`config.mk`:
```
export PLATFORM = sky130hd
export DESIGN_NAME = pie_frame_rx
export DESIGN_NICKNAME = d
export VERILOG_FILES = /design/src/rtl/pie_rx_pkg.sv /design/src/rtl/pie_crc5.sv /design/src/rtl/pie_frame_rx.sv
export SDC_FILE = /design/constraint.sdc
export NUM_CORES = 1
export LEC_CHECK = 0
export CAP_MARGIN = 10
export CORE_UTILIZATION = 60
export DETAILED_ROUTE_END_ITERATION = 16
export GPL_TIMING_DRIVEN = 0
export PLACE_DENSITY = 0.84
export SYNTH_ARGS = -nofsm -noshare
export SYNTH_HDL_FRONTEND = slang
export SYNTH_SLANG_ARGS = --single-unit
export TNS_END_PERCENT = 20
```
`constraint.sdc`:
```
create_clock -name sclk_3mhz -period 4.5 [get_ports sclk_3mhz]
set_input_delay 0.675 -clock sclk_3mhz [delete_from_list [all_inputs] [get_ports sclk_3mhz]]
set_output_delay 0.675 -clock sclk_3mhz [all_outputs]
set_load 0.1 [all_outputs]
```
`src/rtl/pie_rx_pkg.sv`:
```
// Shared types and CRC-5 helpers for the pulse-interval frame receiver and its
// future transmit counterpart.
package pie_rx_pkg;

  typedef enum logic [1:0] {
    HUNT    = 2'd0,
    PAYLOAD = 2'd1,
    CHECK   = 2'd2
  } rx_state_t;

  localparam int         CRC_LEN   = 5;
  localparam logic [4:0] CRC5_POLY = 5'h05;
  localparam logic [4:0] CRC5_INIT = 5'h1F;

  // One serial step of the x^5+x^2+1 CRC, MSB-first, no final XOR.
  function automatic logic [4:0] crc5_next(input logic [4:0] crc, input logic data_bit);
    logic fb;
    fb = crc[4] ^ data_bit;
    return {crc[3:0], 1'b0} ^ (fb ? CRC5_POLY : 5'h00);
  endfunction

endpackage

```
`src/rtl/pie_crc5.sv`:
```
// Serial CRC-5 accumulator. Clear reloads the seed; enable folds in one bit.
module pie_crc5
  import pie_rx_pkg::*;
(
  input  logic               sclk_3mhz,
  input  logic               reset_n,
  input  logic               clear,
  input  logic               enable,
  input  logic               bit_in,
  output logic [CRC_LEN-1:0] crc
);

  // Seed on reset or clear, otherwise advance once per enabled bit.
  always_ff @(posedge sclk_3mhz) begin
    if (!reset_n) begin
      crc <= CRC5_INIT;
    end else if (clear) begin
      crc <= CRC5_INIT;
    end else if (enable) begin
      crc <= crc5_next(crc, bit_in);
    end
  end

endmodule

```
`src/rtl/pie_frame_rx.sv`:
```
// Frame receiver behind the ZCD pulse-interval decoder: hunts for the sync
// word, collects a fixed payload, verifies a trailing CRC-5 and hands good
// frames to a single-entry valid/ready slot with saturating frame counters.
module pie_frame_rx
  import pie_rx_pkg::*;
#(
  parameter int                  SYNC_LEN     = 4,
  parameter logic [SYNC_LEN-1:0] SYNC_WORD    = 4'b0101,
  parameter int                  PAYLOAD_BITS = 16,
  parameter int                  TIMEOUT_CYC  = 48
) (
  input  logic                    sclk_3mhz,
  input  logic                    reset_n,
  input  logic                    sym_valid,
  input  logic                    sym_bit,
  input  logic                    sym_err,
  output logic [PAYLOAD_BITS-1:0] frame_data,
  output logic                    frame_valid,
  input  logic                    frame_ready,
  output logic                    crc_err,
  output logic                    timeout_err,
  output logic                    overflow,
  output logic                    busy,
  output logic [7:0]              frame_ok_count,
  output logic [7:0]              frame_err_count
);

  localparam int FILL_W = $clog2(SYNC_LEN + 1);
  localparam int BIT_W  = $clog2(PAYLOAD_BITS);
  localparam int IDLE_W = $clog2(TIMEOUT_CYC);
  localparam int CHK_W  = $clog2(CRC_LEN);

  localparam logic [FILL_W-1:0] FILL_FULL = FILL_W'(SYNC_LEN);
  localparam logic [FILL_W-1:0] FILL_ONE  = FILL_W'(1);
  localparam logic [BIT_W-1:0]  BIT_LAST  = BIT_W'(PAYLOAD_BITS - 1);
  localparam logic [BIT_W-1:0]  BIT_ONE   = BIT_W'(1);
  localparam logic [IDLE_W-1:0] IDLE_LAST = IDLE_W'(TIMEOUT_CYC - 1);
  localparam logic [IDLE_W-1:0] IDLE_ONE  = IDLE_W'(1);
  localparam logic [CHK_W-1:0]  CHK_LAST  = CHK_W'(CRC_LEN - 1);
  localparam logic [CHK_W-1:0]  CHK_ONE   = CHK_W'(1);

  rx_state_t                state;
  logic [SYNC_LEN-1:0]      sync_sr;
  logic [SYNC_LEN-1:0]      sync_next;
  logic [FILL_W-1:0]        fill_cnt;
  logic [FILL_W-1:0]        fill_next;
  logic                     sync_match;
  logic [BIT_W-1:0]         bit_cnt;
  logic [PAYLOAD_BITS-1:0]  payload_sr;
  logic [CHK_W-1:0]         chk_cnt;
  logic [CRC_LEN-2:0]       crc_rx_sr;
  logic [IDLE_W-1:0]        idle_cnt;
  logic                     sym_take;
  logic                     crc_clear;
  logic                     crc_enable;
  logic [CRC_LEN-1:0]       crc_value;
  logic                     crc_pass;
  logic                     slot_free;

  // A symbol flagged as undecodable is never used as data.
  assign sym_take   = sym_valid && !sym_err;
  assign sync_next  = {sync_sr[SYNC_LEN-2:0], sym_bit};
  assign fill_next  = (fill_cnt == FILL_FULL) ? fill_cnt : fill_cnt + FILL_ONE;
  assign sync_match = (fill_next == FILL_FULL) && (sync_next == SYNC_WORD);
  assign crc_clear  = (state == HUNT) && sym_take && sync_match;
  assign crc_enable = (state == PAYLOAD) && sym_take;
  assign crc_pass   = ({crc_rx_sr, sym_bit} == crc_value);
  assign slot_free  = !frame_valid || frame_ready;

  pie_crc5 u_crc (
    .sclk_3mhz (sclk_3mhz),
    .reset_n   (reset_n),
    .clear     (crc_clear),
    .enable    (crc_enable),
    .bit_in    (sym_bit),
    .crc       (crc_value)
  );

  // Receive FSM with its datapath, output slot, pulses and counters.
  always_ff @(posedge sclk_3mhz) begin
    if (!reset_n) begin
      state           <= HUNT;
      sync_sr         <= '0;
      fill_cnt        <= '0;
      bit_cnt         <= '0;
      payload_sr      <= '0;
      chk_cnt         <= '0;
      crc_rx_sr       <= '0;
      idle_cnt        <= '0;
      frame_data      <= '0;
      frame_valid     <= 1'b0;
      crc_err         <= 1'b0;
      timeout_err     <= 1'b0;
      overflow        <= 1'b0;
      busy            <= 1'b0;
      frame_ok_count  <= 8'h00;
      frame_err_count <= 8'h00;
    end else begin
      crc_err     <= 1'b0;
      timeout_err <= 1'b0;
      overflow    <= 1'b0;
      if (frame_valid && frame_ready) begin
        frame_valid <= 1'b0;
      end
      case (state)
        HUNT: begin
          idle_cnt <= '0;
          if (sym_err) begin
            sync_sr  <= '0;
            fill_cnt <= '0;
          end else if (sym_valid) begin
            if (sync_match) begin
              state    <= PAYLOAD;
              busy     <= 1'b1;
              bit_cnt  <= '0;
              sync_sr  <= '0;
              fill_cnt <= '0;
            end else begin
              sync_sr  <= sync_next;
              fill_cnt <= fill_next;
            end
          end
        end
        PAYLOAD, CHECK: begin
          if (sym_err) begin
            state    <= HUNT;
            busy     <= 1'b0;
            idle_cnt <= '0;
            if (frame_err_count != 8'hFF) frame_err_count <= frame_err_count + 8'd1;
          end else if (sym_valid) begin
            idle_cnt <= '0;
            if (state == PAYLOAD) begin
              payload_sr <= {payload_sr[PAYLOAD_BITS-2:0], sym_bit};
              if (bit_cnt == BIT_LAST) begin
                state   <= CHECK;
                chk_cnt <= '0;
              end else begin
                bit_cnt <= bit_cnt + BIT_ONE;
              end
            end else begin
              crc_rx_sr <= {crc_rx_sr[CRC_LEN-3:0], sym_bit};
              if (chk_cnt == CHK_LAST) begin
                state <= HUNT;
                busy  <= 1'b0;
                if (crc_pass) begin
                  if (frame_ok_count != 8'hFF) frame_ok_count <= frame_ok_count + 8'd1;
                  if (slot_free) begin
                    frame_data  <= payload_sr;
                    frame_valid <= 1'b1;
                  end else begin
                    overflow <= 1'b1;
                  end
                end else begin
                  crc_err <= 1'b1;
                  if (frame_err_count != 8'hFF) frame_err_count <= frame_err_count + 8'd1;
                end
              end else begin
                chk_cnt <= chk_cnt + CHK_ONE;
              end
            end
          end else if (idle_cnt == IDLE_LAST) begin
            state       <= HUNT;
            busy        <= 1'b0;
            idle_cnt    <= '0;
            timeout_err <= 1'b1;
            if (frame_err_count != 8'hFF) frame_err_count <= frame_err_count + 8'd1;
          end else begin
            idle_cnt <= idle_cnt + IDLE_ONE;
          end
        end
        default: begin
          state <= HUNT;
          busy  <= 1'b0;
        end
      endcase
    end
  end

endmodule
```
* Yosys cells after proc, flatten, opt, wreduce, memory -nomap -nowiden
Cells that the tools add are included.
** Word-level totals
- Bits in latches :: 0
- Memories :: 0
- Output and inout port bits :: 37
- Register bits :: 83
- Memory bits (writable) :: 0
- Logic and storage cells :: 148
- Input port bits :: 6
- Bits in read-only memories :: 0
** Operators by class
- $lt $le $gt $ge :: 0
- Equality and inequality tests :: 28
- Muxes and demuxes :: 60
- Bitwise gates (word level) :: 9
- Divide/modulo/power cells :: 0
- Add/subtract/negate cells :: 6
- Multipliers :: 0
- Reduce and logical (&&, ||, !) cells :: 28
- Shift operators :: 0
** Operators by type and width (number)
- $mux W8 :: 7
- $mux W3 :: 11
- $mux W4 :: 7
- $mux W1 :: 19
- $mux W2 :: 9
- $mux W6 :: 3
- $add A8 B1 Y8 const B :: 2
- $ne A2 B2 Y1 const B :: 8
- $ne A8 B8 Y1 const B :: 2
- $reduce_and A7 Y1 :: 2
- $ne A4 B4 Y1 const B :: 3
- $pmux W6 S2 :: 1
- $reduce_and A6 Y1 :: 2
- $ne A5 B5 Y1 const B :: 2
- $reduce_and A5 Y1 :: 2
- $eq A3 B3 Y1 const B :: 3
- $pmux W4 S2 :: 1
- $reduce_and A4 Y1 :: 2
- $reduce_and A8 Y1 :: 1
- $not A1 Y1 :: 7
- $reduce_or A7 Y1 :: 1
- $add A3 B1 Y3 const B :: 2
- $add A6 B1 Y6 const B :: 1
- $eq A6 B6 Y1 const B :: 1
- 23 further kinds :: 32

* Logic depth before layout (Yosys ltp)
- Depth after elaboration :: 9
- Depth in mapped cells :: 9
- Depth with buffers taken out :: 7

* Modules after synthesis
Synthesis repeated with hierarchy kept, for this count alone.
** Unflattened totals
- Cells, all modules :: 437
- Area, all modules :: 3789.9 um2
** Modules (own cells, without submodules)
- pie_frame_rx :: cells each 417, sequential area each 1561.5 um2, area an instance 3569.7 um2, times used 1
- pie_crc5 :: cells each 20, sequential area each 100.1 um2, area an instance 220.2 um2, times used 1

* Worst setup path before layout
No wires, ideal clock.
- Path kind :: register -> register
- Start :: register frame_ok_count[0]
- End :: register frame_ok_count[7]
- Stages on the path, launching flop included :: 7
- Period minus slack after synthesis :: 2213 ps
- Buffers on the path :: 0
- Data required time :: 4430 ps
- Arrival time :: 2142 ps
- Setup time :: 70 ps
- Slack :: 2287 ps
- Cells stage by stage :: dfxtp_1 -> ha_1 -> and3_1 -> nand3_1 -> nand4_4 -> or4_1 -> a21oi_1
** Between the ends
- Longest elaborated chain between the ends :: 2
- Elaborated cells on any way between the ends :: 3
- Those cells by class :: add/sub: 1; eq/ne: 1; reduce/logical: 1
** Ends and longest elaborated chain
- start: declaration :: RTL line pie_frame_rx.sv:24 : output logic [7:0] frame_ok_count,
- start signal: assignment :: RTL line pie_frame_rx.sv:146 : if (frame_ok_count != 8'hFF) frame_ok_count <= frame_ok_count + 8'd1;
- branches (longest 2 deep; another with $add A8 B1 Y8)
Parallel ways; which one is timed is not known.
A chain may end at the register's enable or synchronous reset.

* Final worst setup path
- Start :: register frame_err_count[2]
- End :: output frame_err_count[2]
** RTL lines
- start: declaration :: RTL line pie_frame_rx.sv:25 : output logic [7:0] frame_err_count
- start signal: assignment :: RTL line pie_frame_rx.sv:129 : if (frame_err_count != 8'hFF) frame_err_count <= frame_err_count + 8'd1;
- start signal: assignment :: RTL line pie_frame_rx.sv:155 : if (frame_err_count != 8'hFF) frame_err_count <= frame_err_count + 8'd1;
- start signal: assignment :: RTL line pie_frame_rx.sv:166 : if (frame_err_count != 8'hFF) frame_err_count <= frame_err_count + 8'd1;
No word-level cell between the ends.

==> flow_summary_export.csv <==
group,metric,value,unit
detailed_routing,routed-via-count,3382,
yosys,synth-async-reset-ratio,0,%
grt,antenna_found_initial,0,
floorplanning,start_util,63.12,%
yosys,synth_enable_flop_cells,0,
min_path,hold_wc_path_type,"reg2reg",
finish,drive_gt1_share,5.848,%
pwr,total_power,1284,uW
floorplanning,die_width,81.62,um
grt,largest_net_degree_at_the_start_of_global_routing,17,
floorplanning,number_of_ports_placed_on_the_die_boundary,43,
sta,timing_worst_slew_pin_value,0.9804,ns
worst_setup_path,cp_num_cells,1,
worst_setup_path,timing.critical_path.required,3.83,ns
yosys,synth_cells,457,
worst_setup_path,timing.critical_path.fanout_max,7,
clock_tree,cts_hold_repair.buffers,0,
worst_setup_path,critical_path_top_delay_cell,"clkdlybuf4s50_1",
yosys,postSynthAreaPerCell,8.323,sq um
yosys,post_synth_top_flop,"dfxtp_1",
finish,multiInputGateArea,2007,sq um
sta,timing.final.hold_violations,0,
finish,area_growth_syn_to_layout,17.76,%
grt,via_count_of_the_first_global_routing_pass,3025,
worst_setup_path,register_to_register_setup_slack,2.09,ns
sta,final_period_utilization,59.53,%
detailed_routing,drt_wl_total,8.353,mm
yosys,post_synth_instance_area,3804,sq um
clock_tree,clk_root_buffer_cell,"clkbuf_8",
sta,setup_total_negative_slack,0,ns
clock_tree,cts_buffer_depth,2,
yosys,yosysWarningCount,0,
pwr,p_per_area,286.7,nW/um^2
sta,final_period_minus_worst_setup_slack,2.679,ns
worst_setup_path,ff2ff_path_depth,8,
detailed_routing,ant_nets,0,
clock_tree,htree_num_levels,3,
worst_setup_path,setup.worst_path.start_class,"flop",
grt,overflow,0,
clock_tree,clkSlewWorstSetupHoldPaths,0.09,ns
sta,worst_hold_slack,0.4599,ns
sta,timing.slew.headroom,34.43,%
clock_tree,cts_repair_resize_count,0,
detailed_routing,drtIter0Drc,161,
clock_tree,clock_tree_from_tritoncts,"done",
placement,dp_hpwl,5.934,mm
floorplanning,num_rows,28,
detailed_routing,drt_first_pass_iters,4,
floorplanning,die-height,81.62,um
worst_setup_path,cp_cell_sequence,"clkdlybuf4s50_1",
worst_setup_path,timing.critical_path.buf_inv,1,
sta,rsz0062_at_grt,"no",
sta,final-max-slew-violation-count,0,
detailed_routing,routed_via_density,5.752,
clock_tree,clock-sinks,83,
finish,layout.cells.most_common,"nand2_1",
grt,grt_first_pass_wirelength,13.48,mm
finish,design.final.nets,526,
pwr,peakVddDrop,0.2254,mV
sta,setup_viol,0,
placement,number_of_instances_in_the_placed_design,572,
outcome,status,"finished clean",
floorplanning,core_region_area,6026,sq um
sta,fmax,373.3,MHz
yosys,mappedNetlistNets,475,
yosys,synth.ff_latch_count,83,
clock_tree,number_of_buffers_inserted_by_post_cts_setup_repair,0,
finish,final-seq-area,1662,sq um
placement,io_buffer_count,40,
finish,final_cell_count_no_fill,588,
worst_setup_path,timing.critical_path.to_type,"output pin",
detailed_routing,dr_drc_count,0,
finish,layout.cells.most_common_list,"nand2_1, dfxtp_1, a21oi_1",
finish,insertedDiodeCount,0,
yosys,synth_sequential_area_ratio,43.68,%
pwr,p_leak,0.001553,uW
floorplanning,fp.dieArea,6662,sq um
worst_setup_path,worst-endpoint-arrival,2.00,ns
placement,routabilityCongestion,0.8256,
min_path,min_path_cells,2,
clock_tree,inserted_clock_buffers,9,
worst_setup_path,crit_type,"reg2out",
sta,skew,0.007802,ns
finish,total_of_fill_cells_in_the_finished_design,485,
clock_tree,clkLatencyLatePin,0.36,ns
worst_setup_path,cp_slowest_stage_delay,1.18,ns
yosys,synth_cell_type_count,55,
worst_setup_path,critical_path.top_delay_family,"buffers and inverters",
grt,grt_use_total,26.53,%
run,drv_cap,0,
detailed_routing,avgRoutedWirePerCell,14.21,um
-- layer usage --
layer | GRT usage (%) | vias up | wire length [um]
met1 | 31.81 | 1598 | 3781
met5 | 0 | - | 0
met3 | 4.667 | 11 | 366
met4 | 11.93 | 0 | 126
met2 | 46.17 | 75 | 4079
li1 | - | 1698 | -
-- through the flow --
| stage | setup WS, ns | utilization [%] | instance area, sq um |
|---|---|---|---|
| 2_1_floorplan | 2.288 | - | 3804 |
| 3_3_place_gp | 1.678 | 71.32 | 4298 |
| 3_5_place_dp | 1.654 | 71.32 | 4298 |
| 4_1_cts | 1.827 | 74.34 | 4479 |
| 5_1_grt | 1.756 | 74.34 | 4479 |
| 6_report | 1.821 | 74.34 | 4479 |
-- cells by family (layout without fill, tap and decap cells) --
group / after synthesis / count (layout) / synth area share (%)
simple gates: 202 / 202 / 26.81
compound gates: 103 / 103 / 16.61
flops: 83 / 83 / 43.68
xor+xnor: 12 / 12 / 2.763
buf+inv: 35 / 91 / 3.552
fa+ha+maj: 12 / 12 / 3.947
mux: 10 / 10 / 2.632
-- report_power, final --
part           total, uW  internal (uW)  switching (uW)
registers            736            735            1.18
clock network        504            208             296
logic               44.6           12.4            32.1
-- worst paths after layout --
path | from | to
worst max-delay path | frame_err_count[2] | frame_err_count[2]
worst min-delay path | frame_data[9] | frame_data[9]
worst max register to register | state[1] | frame_ok_count[5]
worst min register to register | frame_data[9] | frame_data[9]
-- cell usage after synthesis, types with 2 or more instances --
cell / n / area (sq um)
xnor2_1: 2 / 17.52
o21ai_1: 3 / 15.01
nor3_1: 4 / 20.02
and2_1: 6 / 37.54
nand3b_1: 2 / 15.01
nor2_1: 25 / 93.84
xor2_1: 10 / 87.58
a21o_1: 2 / 15.01
mux2i_1: 10 / 100.1
o211ai_1: 4 / 30.03
buf_2: 3 / 15.01
nand3_1: 29 / 145.1
o31ai_1: 3 / 22.52
inv_1: 12 / 45.04
nand4_1: 9 / 56.30
a22oi_1: 5 / 37.54
or4_1: 4 / 30.03
dfxtp_1: 83 / 1662
a21oi_1: 42 / 210.2
nand2_1: 86 / 322.8
or3_1: 4 / 25.02
ha_1: 12 / 150.1
buf_1: 2 / 7.510
nor2b_1: 2 / 12.51
nand2b_1: 13 / 81.33
and3_1: 4 / 25.02
o21a_1: 2 / 15.01
o21ai_0: 28 / 140.1
a21boi_0: 3 / 22.52
clkbuf_1: 17 / 63.81
nor3_4: 2 / 32.53
-- flip-flops by register name, indices dropped and copies added, names as in the netlist, 2 cells and up --
name and count:
bit_cnt 4, frame_err_count 8, fill_cnt 3, frame_ok_count 8
crc_rx_sr 4, frame_data 16, state 2, u_crc.crc 5
payload_sr 16, idle_cnt 6, chk_cnt 3, sync_sr 3
-- cell type report --
class,count,area share [%]
plain buffers,22,1.927
clock buffers,9,2.765
clock inverters,7,1.285
inverters,13,1.089
multi-input cells,339,44.80
flip-flops and latches,83,37.09
well taps,75,2.095
repair buffers,40,8.939
No activity file was read; power rests on OpenSTA's default activity.
